<file path="src/rtl/exe_stage.sv">
// exe_stage: execute stage. Latches the instruction issued by ID, evaluates the
// one-hot ALU operation (single-cycle multiply, 32-iteration restoring divide),
// issues the data-RAM request and feeds its in-flight result back to ID.
module exe_stage (
   input  logic         clk,
   input  logic         reset,
   input  logic         ID_to_EXE_valid,
   input  logic [160:0] ID_to_EXE_bus,
   output logic         EXE_allow_in,
   input  logic         MEM_allow_in,
   output logic         EXE_to_MEM_valid,
   output logic [78:0]  EXE_to_MEM_bus,
   output logic [39:0]  EXE_to_BY_bus,
   output logic         data_sram_en,
   output logic [3:0]   data_sram_we,
   output logic [31:0]  data_sram_addr,
   output logic [31:0]  data_sram_wdata
);
   localparam int DATA_W = 32;

   typedef enum logic [1:0] {DIV_IDLE, DIV_BUSY, DIV_DONE} div_state_t;

   // Two's-complement negate when neg is set; used to restore divider signs.
   function automatic logic [DATA_W-1:0] apply_sign(input logic [DATA_W-1:0] mag,
                                                    input logic neg);
      return neg ? (~mag + 32'd1) : mag;
   endfunction

   logic                     valid_p0;
   logic [160:0]             bus_p0;

   logic [2:0]               valid_stage;
   logic                     rf_w_en;
   logic                     rf_w_data_sel;
   logic [1:0]               ram_wd;
   logic                     ram_we;
   logic                     ram_en;
   logic [DATA_W-1:0]        ram_wdata;
   logic [4:0]               rf_w_addr;
   logic [18:0]              alu_op;
   logic [DATA_W-1:0]        src1;
   logic [DATA_W-1:0]        src2;
   logic [DATA_W-1:0]        inst_pc;
   logic signed [DATA_W-1:0] src1_s;
   logic signed [DATA_W-1:0] src2_s;

   logic [63:0]              prod_u;
   logic [DATA_W-1:0]        mulh_res;
   logic [DATA_W-1:0]        alu_result;

   logic                     div_class;
   logic                     div_signed;
   logic [DATA_W-1:0]        dvd_mag;
   logic [DATA_W-1:0]        dvs_mag;
   div_state_t               div_state;
   logic [4:0]               div_cnt;
   logic [DATA_W-1:0]        quo;
   logic [DATA_W-1:0]        rem;
   logic [32:0]              rem_shift;
   logic [32:0]              rem_trial;
   logic [DATA_W-1:0]        quo_next;
   logic [DATA_W-1:0]        rem_next;
   logic [DATA_W-1:0]        div_quo;
   logic [DATA_W-1:0]        div_rem;

   logic                     ready_go;
   logic [3:0]               store_we;
   logic [DATA_W-1:0]        store_wdata;

   assign valid_stage   = bus_p0[160:158];
   assign rf_w_en       = bus_p0[157];
   assign rf_w_data_sel = bus_p0[156];
   assign ram_wd        = bus_p0[155:154];
   assign ram_we        = bus_p0[153];
   assign ram_en        = bus_p0[152];
   assign ram_wdata     = bus_p0[151:120];
   assign rf_w_addr     = bus_p0[119:115];
   assign alu_op        = bus_p0[114:96];
   assign src2          = bus_p0[95:64];
   assign src1          = bus_p0[63:32];
   assign inst_pc       = bus_p0[31:0];
   assign src1_s        = src1;
   assign src2_s        = src2;

   // Input register: take a new instruction only when the stage can accept it.
   always_ff @(posedge clk) begin
      if (reset) begin
         valid_p0 <= 1'b0;
         bus_p0   <= '0;
      end else begin
         if (EXE_allow_in) valid_p0 <= ID_to_EXE_valid;
         if (ID_to_EXE_valid && EXE_allow_in) bus_p0 <= ID_to_EXE_bus;
      end
   end

   // One unsigned multiplier; the signed high word is corrected from it.
   assign prod_u   = {32'd0, src1} * {32'd0, src2};
   assign mulh_res = prod_u[63:32] - (src1[31] ? src2 : 32'd0)
                                   - (src2[31] ? src1 : 32'd0);

   // ALU: one-hot op select, results OR-ed so an empty op yields zero.
   always_comb begin
      alu_result = '0;
      if (alu_op[0])  alu_result = alu_result | (src1 + src2);
      if (alu_op[1])  alu_result = alu_result | (src1 - src2);
      if (alu_op[2])  alu_result = alu_result | {31'd0, src1_s < src2_s};
      if (alu_op[3])  alu_result = alu_result | {31'd0, src1 < src2};
      if (alu_op[4])  alu_result = alu_result | (src1 & src2);
      if (alu_op[5])  alu_result = alu_result | ~(src1 | src2);
      if (alu_op[6])  alu_result = alu_result | (src1 | src2);
      if (alu_op[7])  alu_result = alu_result | (src1 ^ src2);
      if (alu_op[8])  alu_result = alu_result | (src1 << src2[4:0]);
      if (alu_op[9])  alu_result = alu_result | (src1 >> src2[4:0]);
      if (alu_op[10]) alu_result = alu_result | DATA_W'(src1_s >>> src2[4:0]);
      if (alu_op[11]) alu_result = alu_result | src2;
      if (alu_op[12]) alu_result = alu_result | prod_u[31:0];
      if (alu_op[13]) alu_result = alu_result | mulh_res;
      if (alu_op[14]) alu_result = alu_result | prod_u[63:32];
      if (alu_op[15]) alu_result = alu_result | div_quo;
      if (alu_op[16]) alu_result = alu_result | div_rem;
      if (alu_op[17]) alu_result = alu_result | div_quo;
      if (alu_op[18]) alu_result = alu_result | div_rem;
   end

   assign div_class  = |alu_op[18:15];
   assign div_signed = alu_op[15] | alu_op[16];
   assign dvd_mag    = apply_sign(src1, div_signed & src1[31]);
   assign dvs_mag    = apply_sign(src2, div_signed & src2[31]);

   // One restoring step: shift in the next dividend bit, subtract if it fits.
   always_comb begin
      rem_shift = {rem, quo[31]};
      rem_trial = rem_shift - {1'b0, dvs_mag};
      if (!rem_trial[32]) begin
         rem_next = rem_trial[31:0];
         quo_next = {quo[30:0], 1'b1};
      end else begin
         rem_next = rem_shift[31:0];
         quo_next = {quo[30:0], 1'b0};
      end
   end

   // Divider FSM: start only from IDLE, 32 iterations, hold DONE until the instruction leaves.
   always_ff @(posedge clk) begin
      if (reset) begin
         div_state <= DIV_IDLE;
         div_cnt   <= '0;
      end else begin
         case (div_state)
            DIV_IDLE: begin
               if (valid_p0 && div_class) begin
                  div_state <= DIV_BUSY;
                  div_cnt   <= '0;
                  quo       <= dvd_mag;
                  rem       <= '0;
               end
            end
            DIV_BUSY: begin
               quo     <= quo_next;
               rem     <= rem_next;
               div_cnt <= div_cnt + 5'd1;
               if (div_cnt == 5'd31) div_state <= DIV_DONE;
            end
            DIV_DONE: begin
               if (EXE_to_MEM_valid && MEM_allow_in) div_state <= DIV_IDLE;
            end
            default: div_state <= DIV_IDLE;
         endcase
      end
   end

   // Zero divisor overrides the sign fix-up; signed overflow falls out naturally.
   assign div_quo = (src2 == 32'd0) ? 32'hFFFF_FFFF
                                    : apply_sign(quo, div_signed & (src1[31] ^ src2[31]));
   assign div_rem = (src2 == 32'd0) ? src1 : apply_sign(rem, div_signed & src1[31]);

   assign ready_go         = ~div_class | (div_state == DIV_DONE);
   assign EXE_allow_in     = ~valid_p0 | (ready_go & MEM_allow_in);
   assign EXE_to_MEM_valid = valid_p0 & ready_go;

   // Store lane enables and data replication by access width.
   always_comb begin
      store_we    = 4'b1111;
      store_wdata = ram_wdata;
      case (ram_wd)
         2'b01: begin
            store_we    = 4'b0001 << alu_result[1:0];
            store_wdata = {4{ram_wdata[7:0]}};
         end
         2'b10: begin
            store_we    = 4'b0011 << {alu_result[1], 1'b0};
            store_wdata = {2{ram_wdata[15:0]}};
         end
         default: ;
      endcase
   end

   assign data_sram_en    = valid_p0 & ram_en & ready_go & MEM_allow_in;
   assign data_sram_we    = (valid_p0 & ram_we) ? store_we : 4'b0000;
   assign data_sram_addr  = alu_result;
   assign data_sram_wdata = store_wdata;

   assign EXE_to_MEM_bus = {valid_stage, rf_w_en, rf_w_data_sel, ram_en, ram_wd,
                            alu_result[1:0], rf_w_addr, alu_result, inst_pc};

   assign EXE_to_BY_bus  = {rf_w_addr, alu_result, valid_stage[0] & ready_go,
                            valid_p0, rf_w_en & valid_p0};
endmodule

</file>
<file path="config.mk">
export PLATFORM = sky130hd
export DESIGN_NAME = exe_stage
export DESIGN_NICKNAME = d
export VERILOG_FILES = /design/src/rtl/exe_stage.sv
export SDC_FILE = /design/constraint.sdc
export NUM_CORES = 2
export LEC_CHECK = 0
export BUFFER_PORTS_ARGS = -buffer_cell sky130_fd_sc_hd__buf_2
export CAP_MARGIN = 15
export CORE_MARGIN = 3
export CORE_UTILIZATION = 34
export CTS_CLUSTER_SIZE = 20
export DETAILED_ROUTE_END_ITERATION = 8
export SLEW_MARGIN = 20
export SYNTH_ARGS = -nofsm -noshare
export SYNTH_HDL_FRONTEND = slang
export SYNTH_SLANG_ARGS = --single-unit
</file>
<file path="constraint.sdc">
create_clock -name clk -period 16.15 [get_ports clk]
set_input_delay 2.4225 -clock clk [delete_from_list [all_inputs] [get_ports clk]]
set_output_delay 2.4225 -clock clk [all_outputs]
set_load 0.005 [all_outputs]
</file>
# Word-level counts from Yosys, hierarchy flattened
# Cells that the tools add are included.
[classes]
n_addsub = 10
multipliers = 1
order_cmp = 2
n_eq_ne = 8
n_shift = 5
muxes = 42
bitwise_logic = 44
reduce_logical = 10
[ops]
columns = ["cell", "n"]
rows = [
  ["$mux 32", 30],
  ["$or 32x32->32", 17],
  ["$pmux 32 s2", 3],
  ["$not 32->32", 5],
  ["$add 32x1->32 const B", 4],
  ["$sub 32x32->32", 3],
  ["$lt 32x32->1", 2],
  ["$mul 32x32->64", 1],
  ["$or 32x1->32", 2],
  ["$sub 33x32->33", 1],
  ["$add 32x32->32", 1],
  ["$and 32x32->32", 1],
  ["$logic_not 32->1", 1],
  ["$shl 32x5->32", 1],
  ["$shr 32x5->32", 1],
  ["$sshr 32x5->32", 1],
  ["$xor 32x32->32", 1],
  ["$and 1x1->1", 11],
  ["$pmux 5 s2", 1],
  ["$pmux 4 s2", 1],
  ["$mux 2", 3],
  ["$ne 2x2->1 const B", 3],
  ["$pmux 2 s3", 1],
  ["$reduce_and 3->1", 2],
  ["other kinds (17)", 25],
]
[totals]
reg_bits = 233
in_bits = 165
wordCells = 128

# Logic depth before layout (Yosys ltp)
[logic_depth]
ltp_word = 41
depth_mapped = 51

# Least setup slack after synthesis
# OpenSTA, ideal clock, no wires.
[synth_path]
kind = "flip-flop to output port"
startpoint = "reg bus_p0[66]"
endpoint = "out EXE_to_MEM_bus[59]"
arrival_ns = 12.148
required_time_ns = 13.727
setup_slack_ns = 1.580
path_stages_with_launch = 47
n_path_buf = 8
path_cell_list = "dfxtp_1 > clkbuf_1 > inv_1 > buf_2 > buf_1 > buf_1 > clkbuf_1 > clkbuf_1 > nor2_1 > fa_1 > inv_1 > fa_1 > fa_1 > fa_1 > inv_1 > fa_1 > fa_1 > fa_1 > (+11 left out) > o21ai_0 > nor2b_1 > xnor2_1 > fa_1 > ha_1 > clkbuf_1 > a21o_1 > a21o_1 > a21oi_1 > a21oi_1 > a31o_2 > a221oi_1 > nand2_1 > a221o_1 > a221o_1 > a311oi_1 > o211ai_1 > buf_4"
[synth_via]
elab_chain_len = 38
[synth_lines]
columns = ["element", "line_no", "rtl"]
rows = [
  ["start, declared", "30", "logic [160:0] bus_p0;"],
  ["start signal, assigned", "92", "if (ID_to_EXE_valid && EXE_allow_in) bus_p0 <= ID_to_EXE_bus;"],
  ["branches (longest 37 deep; another with $mul 32x32->64)", "-", ""],
  ["$mux 32 (*)", "122", "if (alu_op[18]) alu_result = alu_result | div_rem;"],
  ["end, declared", "12", "output logic [78:0] EXE_to_MEM_bus,"],
]
# Every way passes the cells marked *.

# Worst setup path in the final report
[layout_path]
startpoint = "reg bus_p0[53]"
endpoint = "out EXE_to_MEM_bus[61]"
[layout_via]
elab_chain_len = 38
[layout_lines]
columns = ["element", "line_no", "rtl"]
rows = [
  ["branches (longest 29 deep; another with $mul 32x32->64)", "-", ""],
  ["$mux 32 (*)", "118", "if (alu_op[14]) alu_result = alu_result | prod_u[63:32];"],
  ["$or 32x32->32", "119", "if (alu_op[15]) alu_result = alu_result | div_quo;"],
  ["$mux 32 (*)", "119", ""],
  ["$or 32x32->32", "120", "if (alu_op[16]) alu_result = alu_result | div_rem;"],
  ["$mux 32 (*)", "120", ""],
  ["$or 32x32->32", "121", "if (alu_op[17]) alu_result = alu_result | div_quo;"],
  ["$mux 32 (*)", "121", ""],
  ["$or 32x32->32", "122", ""],
  ["$mux 32 (*)", "122", ""],
]
# Marks and branches as above.

==> results.cfg <==
[status]
status = completed

[synthesis]
synth_common_cells = nand2_1 (1111), inv_1 (1045), fa_1 (929), nor2_1 (832), a21oi_1 (465)
synth_cell_types = 88
syn_nets = 8862
synth_edf_count = 64
synth_area_mm2 = 0.0584
yosysTopAreaCell = fa_1
ys_seq_elements = 233
yosys_warnings = 0
ys_async_sr_fraction_pct = 0
yosysSeqAreaShare_pct = 9.08
syn_avg_cell_area_um2 = 7.97
synth-main-ff-cell = dfxtp_1
synth_top_cell_area_share_pct = 31.8
yosysMostFrequentCell = nand2_1
synth_area_leaders = fa_1 (32%), ha_1 (9.3%), nand2_1 (7.1%), inv_1 (6.7%), dfxtp_1 (5.8%)
synth_cells = 7334

[cts]
cts_max_level = 1
cts.path.max_buffers = 3
cts_root_buffer = clkbuf_16
clock_latency_ns = 0.67
cts.clk_slew.worst_paths_ns = 0.07
numCtsBuffers = 30
clkSinkCount = 233
cts_tree = built

[floorplan]
io_pins = 355
core_area_mm2 = 0.170
start_util_pct = 34.4
num_rows = 151
die_h_um = 421
die-area_mm2 = 0.177
die_w_um = 421

[critical_path]
rr_startpoint = bus_p0[65]
worst_path_largest_cell_delay_ns = 0.80
crit_top_cell = fa_1
cpMaxStageDelayCell = clkinv_1
crit_path_max_fanout = 14
r2r_cells = 21
cp.required_ns = 13.73
rr_endpoint = rem[2]
criticalPathCategory = reg -> out
end_kind = output port
start_kind = flop
reg2reg_slack_ns = 8.92
arrival_ns = 13.41

[global_routing]
grt_pass1_vias = 55800
grt_usage_pct = 31.7
use_met3_pct = 6.95
grt-busiest-layer = met2
overflow = 0
grt_start_max_net_pins = 101
antenna_found_initial = 25
grt_pass1_wl_mm = 405
use_met2_pct = 49.9
grtUsageMet1_pct = 39.5

[cells_and_area]
utilization_pct = 37.1
drive_above_1_share_pct = 10.4
syn_to_final_growth_pct = 8.02
instances_no_fill = 9584
multi_input_area_mm2 = 0.0464
fill_cells = 17800
regArea_mm2 = 0.00532
layout.nets = 8859

[sta]
hold_viol_final = 0
clock.fmax_mhz = 63.1
fin_skew_ns = 0.0591
finalCritPeriodShare_pct = 98.1
final-max-slew-violation-count = 0
tightest_slew_ns = 1.23
report.final.setup_viol = 0
min_period_ns = 15.84
fin_setup_tns_ns = 0
slew_headroom_pct = 17.0
rsz0062_at_grt = false

[placement]
dpl.hpwl_mm = 224
gp_congestion = 1.03
dp_cells = 9505
numPortBuffers = 354

[pwr]
p_leak_nw = 29.3
vdd_ir_drop_max_v = 0.0000975
power.density_cell_area_mw_per_mm2 = 67.2

[route]
drcViolationCount = 0
ant_nets = 0
firstDrtPassIters = 9
initialDrtViolationCount = 6089
wl_mm = 283
dr_total_vias = 55300
routed_via_density = 5.77
wl_per_cell_um = 29.5

[worst_hold_path]
worstHoldStart = bus_p0[31]
hold_end = bus_p0[31]
worstHoldPathCells = 2
hold_path.class = reg -> reg

[flow_run]
maxCapViolations = 0
==> state kept, by name, indices dropped and copies added (netlist names) <==
| signal | count |
|---|---|
| div_cnt | 5 |
| div_state | 2 |
| bus_p0 | 161 |
| rem | 32 |
| quo | 32 |
| valid_p0 | 1 |
==> cells in the final DEF, fill, tap and decap left out, drive strengths merged, types with 16 or more instances in the layout <==
cell / instances
nand4: 50
o21bai: 45
clkbuf: 38
a211oi: 32
xnor2: 200
fa: 929
a222oi: 28
a21oi: 467
a22oi: 23
nand2b: 42
o21ai: 296
nor2b: 20
o21a: 19
and3: 30
clkinv: 26
and2: 18
o31ai: 33
a31oi: 45
nor3: 62
or3: 22
buf: 586
mux2i: 99
dfxtp: 169
mux4: 44
a21o: 81
o211ai: 27
o2111ai: 26
inv: 1044
ha: 434
nand3: 61
nand2: 1111
o22ai: 16
nor2: 832
nor4: 26
a221oi: 41
edfxtp: 64
xor2: 75
==> cell type report <==
class,instances,area share (%)
diodes,11,0.0436
clock buffers,38,1.35
clock inverters,18,0.305
inverters,1066,6.40
multi-input cells,5414,73.5
flip-flops and latches,233,8.43
well taps,2218,4.40
repair buffers,586,5.62
==> kinds of logic after synthesis <==
kind of cell / synth area share [%]
and+or+nand+nor: 16.4
xor gates and xnor gates: 4.15
DFF: 9.08
AOI/OAI and AO/OA: 14.0
muxes: 3.55
adders and majority gates: 41.1
buffers and inverters: 11.7
==> worst max-delay path, delay by kind of cell, from the launching register on <==
kind	cells	cell delay, ns
adder cells (fa/ha/maj)	11	5.26
buffers and inverters	5	1.20
XOR/XNOR	1	0.29
AND/OR/NAND/NOR	6	1.53
flip-flops	1	0.33
AO/OA/AOI/OAI	15	4.09
==> power breakdown <==
group	switching (W)	total [W]	internal [W]
clock	0.000326	0.000736	0.000410
combinational	0.00189	0.00282	0.000932
sequential	0.0000474	0.000689	0.000641
total	0.00226	0.00424	0.00198
==> repair_timing <==
action	CTS	global route
hold endpoints to repair	0	0
hold buffers	0	0
resized for setup	0	16
setup endpoints to repair	0	30
buffers inserted	0	12
==> how the worst max path moves through the flow <==
stage	from	endpoint	depth (start not counted)
floorplan	bus_p0[66]	EXE_to_MEM_bus[59]	46
finish	bus_p0[53]	EXE_to_MEM_bus[61]	38
global placement	bus_p0[69]	EXE_to_MEM_bus[52]	39
detailed placement	bus_p0[69]	EXE_to_MEM_bus[52]	39
global route	bus_p0[53]	data_sram_addr[29]	38
CTS	bus_p0[69]	EXE_to_MEM_bus[52]	39
==> routing by layer <==
metal,part of all wire [%],vias to the layer above
li1,-,23400
met1,38,27900
met2,44,3189
met3,9.9,754
met4,7.9,8
met5,0.020,-
==> stage by stage <==
| step | worst slack, ns | hold WS [ns] | cell area [µm²] | total power [W] |
|---|---|---|---|---|
| finish | 0.314 | 0.451 | 63100 | 0.00424 |
| global route | 0.0464 | 0.469 | 63100 | 0.00447 |
| CTS | 0.214 | 0.454 | 62900 | 0.00418 |
| detailed placement | 0.988 | 0.445 | 61900 | 0.00343 |
| global placement | 1.03 | 0.439 | 61900 | 0.00343 |
| floorplan | 1.58 | 0.437 | 58400 | 0.00242 |
Power figures use the tool's default switching activity.
